===== config.mk =====
export PLATFORM = sky130hd
export DESIGN_NAME = regfile_wr_arbiter
export DESIGN_NICKNAME = d
export VERILOG_FILES = /design/src/rtl/regfile_pkg.sv /design/src/rtl/regfile_arb_grant.sv /design/src/rtl/regfile_wr_arbiter.sv
export SDC_FILE = /design/constraint.sdc
export NUM_CORES = 1
export LEC_CHECK = 0
export CAP_MARGIN = 20
export CELL_PAD_IN_SITES_DETAIL_PLACEMENT = 0
export CELL_PAD_IN_SITES_GLOBAL_PLACEMENT = 1
export CORE_AREA = 4 4 116 118
export CTS_CLUSTER_DIAMETER = 100
export CTS_CLUSTER_SIZE = 16
export DETAILED_ROUTE_END_ITERATION = 12
export DIE_AREA = 0 0 120 122
export GPL_ROUTABILITY_DRIVEN = 0
export PLACE_DENSITY = 0.82
export SKIP_CTS_REPAIR_TIMING = 1
export SLEW_MARGIN = 25
export SYNTH_ARGS = -nofsm -noshare
export SYNTH_HDL_FRONTEND = slang
export SYNTH_HIERARCHICAL = 1
export SYNTH_SLANG_ARGS = --single-unit

===== constraint.sdc =====
create_clock -name clk -period 3.14 [get_ports clk]
set_input_delay 0.942 -clock clk [delete_from_list [all_inputs] [get_ports clk]]
set_output_delay 0.942 -clock clk [all_outputs]
set_load 0.05 [all_outputs]

===== src/rtl/regfile_pkg.sv =====
// Shared definitions for the register-file write arbiter: output-stage
// state encoding and default address/data widths.
package regfile_pkg;

    // One-entry output stage occupancy
    typedef enum logic {
        EMPTY = 1'b0,
        FULL  = 1'b1
    } stage_e;

    localparam int DEFAULT_AW = 5;
    localparam int DEFAULT_DW = 32;

endpackage


===== src/rtl/regfile_arb_grant.sv =====
// Grant selection for the register-file write arbiter. Searches the valid
// vector starting at ptr (wrapping) and returns a one-hot grant for the
// first valid requester found. With ptr tied to zero this is plain
// lowest-index-wins fixed priority.
module regfile_arb_grant #(
    parameter int NREQ = 3,
    parameter int PW   = 2
) (
    input  logic [NREQ-1:0] valid,
    input  logic [PW-1:0]   ptr,
    output logic [NREQ-1:0] grant
);

    int   idx;
    logic found;

    // Rotating first-valid search beginning at ptr
    always_comb begin
        grant = '0;
        found = 1'b0;
        idx   = 0;
        for (int k = 0; k < NREQ; k++) begin
            idx = int'(ptr) + k;
            if (idx >= NREQ) begin
                idx = idx - NREQ;
            end
            if (!found && valid[idx]) begin
                grant[idx] = 1'b1;
                found      = 1'b1;
            end
        end
    end

endmodule


===== src/rtl/regfile_wr_arbiter.sv =====
// Register-file write-port arbiter. NREQ requesters compete for a single
// write port through a one-entry output stage; the stage can retire and
// refill in the same cycle so back-to-back writes sustain one per cycle.
// Writes to register 0 are accepted and retired but never drive wrEnable.
// The pending entry is exposed on the fwd_* port so readers can bypass it.
// Build option: define REGFILE_ARB_RR_EN for round-robin arbitration;
// otherwise the lowest valid requester index always wins.
module regfile_wr_arbiter
    import regfile_pkg::*;
#(
    parameter int NREQ = 3,
    parameter int AW   = DEFAULT_AW,
    parameter int DW   = DEFAULT_DW
) (
    input  logic              clk,
    input  logic              rst_n,
    input  logic [NREQ-1:0]   req_valid,
    output logic [NREQ-1:0]   req_ready,
    input  logic [NREQ*AW-1:0] req_reg,
    input  logic [NREQ*DW-1:0] req_data,
    input  logic              wr_stall,
    output logic              wrEnable,
    output logic [AW-1:0]     wrReg,
    output logic [DW-1:0]     wrData,
    output logic              fwd_valid,
    output logic [AW-1:0]     fwd_reg,
    output logic [DW-1:0]     fwd_data
);

    localparam int PW = (NREQ > 1) ? $clog2(NREQ) : 1;

    stage_e          state, stateNext;
    logic [AW-1:0]   entryReg_p1;
    logic [DW-1:0]   entryData_p1;
    logic [PW-1:0]   rrPtr;
    logic [NREQ-1:0] grant;
    logic            canAccept;
    logic            transfer;
    logic            retire;
    logic [AW-1:0]   selReg;
    logic [DW-1:0]   selData;

    regfile_arb_grant #(
        .NREQ (NREQ),
        .PW   (PW)
    ) uGrant (
        .valid (req_valid),
        .ptr   (rrPtr),
        .grant (grant)
    );

    // rst_n gates acceptance so no requester sees ready while held in reset
    assign canAccept = rst_n && ((state == EMPTY) || !wr_stall);
    assign req_ready = canAccept ? grant : '0;
    assign transfer  = |req_ready;
    assign retire    = (state == FULL) && !wr_stall;

    // Mux the granted requester's address and data into the stage
    always_comb begin
        selReg  = '0;
        selData = '0;
        for (int i = 0; i < NREQ; i++) begin
            if (req_ready[i]) begin
                selReg  = req_reg[i*AW +: AW];
                selData = req_data[i*DW +: DW];
            end
        end
    end

`ifdef REGFILE_ARB_RR_EN
    logic [PW-1:0] grantIdx;

    // Index of the requester being transferred this cycle
    always_comb begin
        grantIdx = '0;
        for (int i = 0; i < NREQ; i++) begin
            if (req_ready[i]) begin
                grantIdx = PW'(i);
            end
        end
    end

    // Pointer moves just past the winner, only on a transfer
    always_ff @(posedge clk or negedge rst_n) begin
        if (!rst_n) begin
            rrPtr <= '0;
        end else if (transfer) begin
            rrPtr <= (int'(grantIdx) == NREQ - 1) ? '0 : grantIdx + 1'b1;
        end
    end
`else
    assign rrPtr = '0;
`endif

    // Stage occupancy register
    always_ff @(posedge clk or negedge rst_n) begin
        if (!rst_n) begin
            state <= EMPTY;
        end else begin
            state <= stateNext;
        end
    end

    // A refill keeps the stage FULL; a bare retire empties it
    always_comb begin
        stateNext = state;
        if (transfer) begin
            stateNext = FULL;
        end else if (retire) begin
            stateNext = EMPTY;
        end
    end

    // ---- stage p1: captured write entry ----
    // Entry contents are cleared on reset so the write and bypass ports read zero
    always_ff @(posedge clk or negedge rst_n) begin
        if (!rst_n) begin
            entryReg_p1  <= '0;
            entryData_p1 <= '0;
        end else if (transfer) begin
            entryReg_p1  <= selReg;
            entryData_p1 <= selData;
        end
    end

    assign wrEnable  = (state == FULL) && !wr_stall && (entryReg_p1 != '0);
    assign wrReg     = entryReg_p1;
    assign wrData    = entryData_p1;
    assign fwd_valid = (state == FULL) && (entryReg_p1 != '0);
    assign fwd_reg   = entryReg_p1;
    assign fwd_data  = entryData_p1;

endmodule

== After elaboration in Yosys (flattened, before gate mapping) ==
Index checks and enable logic that the tools add are counted.
Operators by class
  muxes and demuxes: 14
  bitwise gates (word level): 1
  reduce and logical (&&, ||, !) cells: 13
Operators with widths (count)
  $mux W32: 3
  $mux W5: 3
  $logic_and A1 B1 Y1: 6
  $mux W3: 2
  $mux W1: 5
  $reduce_bool A5 Y1: 1
  $logic_not A1 Y1: 3
  $reduce_or A3 Y1: 1
  $mux W2: 1
  $reduce_bool A2 Y1: 1
  $logic_or A1 B1 Y1: 1
  $not A1 Y1: 1
Word-level totals
  bits in registers: 38
  output and inout bits: 79
  logic and storage cells: 31

== Longest topological paths before layout ==
  word-level depth: 11
  depth in mapped cells: 12
  depth with buffers taken out: 9

== Hierarchy ==
The synthesis kept the hierarchy.
Modules (own cells, without submodules)
  regfile_wr_arbiter: instances 1, cells each 223, area an instance 2428.6 um2, seq. area each 950.9 um2
  regfile_arb_grant: instances 1, cells each 35, area an instance 265.3 um2, seq. area each 0.0 um2

== Worst setup path after synthesis ==
No wires, ideal clock.
  path kind: input to output
  start point: input req_valid[0]
  end point: output req_ready[2]
  arrival: 2.547 ns
  data required time: 2.198 ns
  path slack: -0.349 ns
  stages: 6
  buffers on the path: 2
  cells stage by stage: mux2i_1 -> o221ai_1 -> o221ai_1 -> buf_2 -> buf_2 -> and2_1
Between the ends
  cells in the longest elaborated chain, start to end: 8
Ends and longest elaborated chain
  start, declared: RTL line regfile_wr_arbiter.sv:17  | input logic [NREQ-1:0] req_valid,
  $mux W1 *: RTL line regfile_arb_grant.sv:27  | if (!found && valid[idx]) begin
  $logic_not A1 Y1: RTL line regfile_arb_grant.sv:27
  $logic_and A1 B1 Y1: RTL line regfile_arb_grant.sv:27
  $mux W1 *: RTL line regfile_arb_grant.sv:27
  $logic_not A1 Y1 *: RTL line regfile_arb_grant.sv:27
  $logic_and A1 B1 Y1 *: RTL line regfile_arb_grant.sv:27
  $mux W3 *: RTL line regfile_arb_grant.sv:27
  net grant[2]: RTL line regfile_wr_arbiter.sv:36  | logic [NREQ-1:0] grant;
  $mux W3 *: RTL line regfile_wr_arbiter.sv:54  | assign req_ready = canAccept ? grant : '0;
  end, declared: RTL line regfile_wr_arbiter.sv:18  | output logic [NREQ-1:0] req_ready,
Mark *: on every way through the listed nets, which the timed path passes. The rest lies on a longest branch.

== Worst setup path in the final report ==
  start point: input req_valid[2]
  end point: output req_ready[2]
Between the ends
  cells in the longest elaborated chain, start to end: 3
Ends and longest elaborated chain (RTL line)
  $logic_and A1 B1 Y1: regfile_arb_grant.sv:27
  $mux W3: regfile_arb_grant.sv:27
  net grant[2]: regfile_wr_arbiter.sv:36
  $mux W3: regfile_wr_arbiter.sv:54
The timed path passes the listed nets, and every way through them passes these cells.

==> results.py <==
metrics = {
    "outcome": {
        "status": "finished, final reports clean",
    },
    "cells_and_area": {
        "fin_area_sq_um": 4971,
        "finalNetCount": 547,
        "largest_reg_flops": 32,
        "n_fill_cell": 1206,
        "drive_above_1_share_pct": 17.37,
        "synthToLayoutAreaGrowth_pct": 84.53,
    },
    "die": {
        "dieHeight_um": 122,
        "die_width_um": 120,
        "core_sq_um": 12470,
        "ios": 196,
        "start_util_pct": 21.61,
        "fp-row-count": 41,
        "die-area_sq_um": 14640,
    },
    "sta": {
        "grt_setup_unrepaired": "no",
        "slew_headroom_pct": 54.59,
        "setup_viol": 0,
        "slew_viol_final": 0,
        "max_freq_ghz": 0.3292,
        "finalClockSkew_ps": 7.113,
        "finalHoldViolCount": 0,
        "setup_slack_ps": 102.5,
        "hold_slack_ps": 517.5,
        "fin_crit_sh_pct": 96.74,
        "period_needed_ps": 3038,
        "tightestPinTransition_ps": 679.8,
    },
    "route": {
        "ant_nets": 0,
        "wire_per_inst_um": 18.31,
        "drc": 0,
        "dr.pass1.iters": 4,
        "vias": 2778,
        "avgViaCountPerCell": 4.630,
        "drt-total-wl_mm": 10.99,
        "drt-initial-drc-count": 101,
    },
    "place": {
        "place_hpwl_mm": 8.190,
        "postPlaceCellArea_sq_um": 4737,
        "dp_slack_ps": -222.9,
        "port_buffers": 195,
    },
    "clock_network": {
        "cts_sinks": 38,
        "cts_buffer_depth": 2,
        "cts_tree": "done",
        "cts.clk_slew.worst_paths_ps": 60,
        "insertion_delay_ps": 280,
        "clockRootBuffer": "clkbuf_16",
        "cts_made_buffers": 5,
        "htree_levels": 2,
    },
    "yosys": {
        "ys_warn_count": 6,
        "synth_area_per_cell_sq_um": 10.44,
        "async_flop_share_pct": 100.0,
        "synth-edff-count": 0,
        "synth.distinct_cells": 33,
        "synth_ff_type": "dfrtp_1",
        "syn_area_sq_um": 2694,
        "netlist_instances": 258,
        "synth-seq-area-share_pct": 35.30,
        "synth-seq-cells": 38,
    },
    "critical_path": {
        "cp_cell_sequence": "clkdlybuf4s50_1, nand3b_1, o221ai_4, and2_4, buf_12",
        "crit_fanout": 2,
        "worst_ep_required_time_ps": 2200,
        "critPathArrivalTime_ps": 2100,
        "critPathLaunch": "req_valid[2]",
        "slowest_delay_ps": 480,
        "path_class": "in -> out",
        "r2r_setup_slack_ps": 1660,
        "r2r-end": "fwd_data[16]",
        "cp-end-kind": "primary output",
        "reg2reg_depth": 5,
        "critPathTopFamily": "buffers and inverters",
        "r2r-start": "state",
        "path_depth": 5,
        "critPathLaunchType": "input pin",
        "crit_buf_inv": 2,
        "critical_path.endpoint": "req_ready[2]",
        "crit_slowest_cell": "clkdlybuf4s50_1",
    },
    "power": {
        "p_int_w": 0.002005,
        "p_sw_w": 0.002040,
        "p_leak_nw": 1.856,
        "combPwrFrac_pct": 65.0,
        "swShare_pct": 50.44,
        "p_clk_share_pct": 14.6,
        "ir_drop_uv": 364.4,
        "power_frac_seq_pct": 20.4,
        "cellPowerDensity_nw_per_um2": 813.7,
    },
    "global_route": {
        "grt_use_total_pct": 14.33,
        "antenna_found_initial": 2,
        "grt_max_degree": 39,
        "grt_pass1_wl_mm": 16.56,
        "first_global_vias": 2881,
        "overflow": 0,
    },
    "worst_hold_path": {
        "hold_class": "reg -> reg",
    },
    "job": {
        "maxCapViolCount": 0,
    },
}
power by group through the flow:
stage	registers (W)	clock network [W]	logic, W
final	0.000824	0.000592	0.00263
after global routing	0.000855	0.000630	0.00272
after CTS	0.000832	0.000613	0.00263
after detailed placement	0.000835	0	0.00263
after global placement	0.000831	0	0.00260
after floorplan	0.00139	0	0.00128
stage by stage:
stage | instances | setup TNS, ps | utilization [%] | total power, W
floorplan | 263 | 0 | - | 0.002663
global placement | 587 | -8699 | 37.78 | 0.003436
detailed placement | 588 | -5617 | 38.00 | 0.003464
CTS | 595 | -678.1 | 39.36 | 0.004077
global route | 600 | 0 | 39.88 | 0.004207
finish | 600 | 0 | 39.88 | 0.004045
cell families (layout without fill, tap and decap cells):
group | count (synthesis) | in the layout | synth area share, %
simple gates | 20 | 20 | 5.155
flops | 38 | 38 | 35.30
buf+inv | 66 | 229 | 16.35
mux | 3 | 3 | 1.115
other cells | 1 | 8 | 0.1392
fa+ha+maj | 4 | 4 | 1.858
compound gates | 126 | 126 | 40.08
worst min-delay path by stage:
stage                    to          from  depth (start not counted)  slack, ps
6_report       fwd_data[21]  fwd_data[21]                          1        520
3_3_place_gp   fwd_data[23]  fwd_data[23]                          1        490
3_5_place_dp   fwd_data[30]  fwd_data[30]                          1        510
4_1_cts        fwd_data[14]  fwd_data[14]                          1        520
5_1_grt        fwd_data[30]  fwd_data[30]                          1        530
2_1_floorplan         state         state                          2        480
cell type report:
cell class / count / area [sq um] / share of cell area [%]
Antenna cell: 2 / 5.005 / 0.1007
Clock buffer: 6 / 138.9 / 2.794
Clock inverter: 1 / 30.03 / 0.6041
Inverter: 4 / 15.01 / 0.3020
Multi-Input combinational cell: 159 / 1413 / 28.42
Sequential cell: 38 / 950.9 / 19.13
Tap cell: 172 / 215.2 / 4.329
Timing Repair Buffer: 218 / 2203 / 44.32
cells in the final DEF, fill, tap and decap left out, types with 3 or more instances in the layout:
master           Yosys  layout
inv_1                4       4
conb_1               1       6
a221oi_1            15      15
and2_4               0       3
dlymetal6s2s_1       0       3
buf_4               43      20
nand2_1              4       4
o21ai_0             40      40
dfrtp_1             38      38
a221oi_2            22      22
clkbuf_16            0       5
buf_12               0       5
o2bb2ai_1           38      38
ha_1                 4       4
clkdlybuf4s50_1      0     187
metal layers:
metal | vias up | GRT usage [%] | part of all wire (%) | wire length, um
li1 | 1306 | - | - | -
met1 | 1363 | 17.56 | 41 | 4536
met2 | 104 | 25.43 | 52 | 5676
met3 | 5 | 3.157 | 6.0 | 663
met4 | 0 | 3.794 | 0.98 | 108
met5 | - | 0 | 0 | 0
synthesized netlist by cell type, types with 3 or more instances:
cell type   n  area (sq um)
o21ai_0    40         200.2
buf_2       7         35.03
a221oi_2   22         330.3
nor2b_1     3         18.77
ha_1        4         50.05
inv_1       4         15.01
buf_6       3         33.78
mux2i_1     3         30.03
clkbuf_1    8         30.03
nand2_1     4         15.01
o2bb2ai_1  38         332.8
a221oi_1   15         131.4
and2_1      3         18.77
buf_4      43         322.8
dfrtp_1    38         950.9
Power figures use the tool's default switching activity.
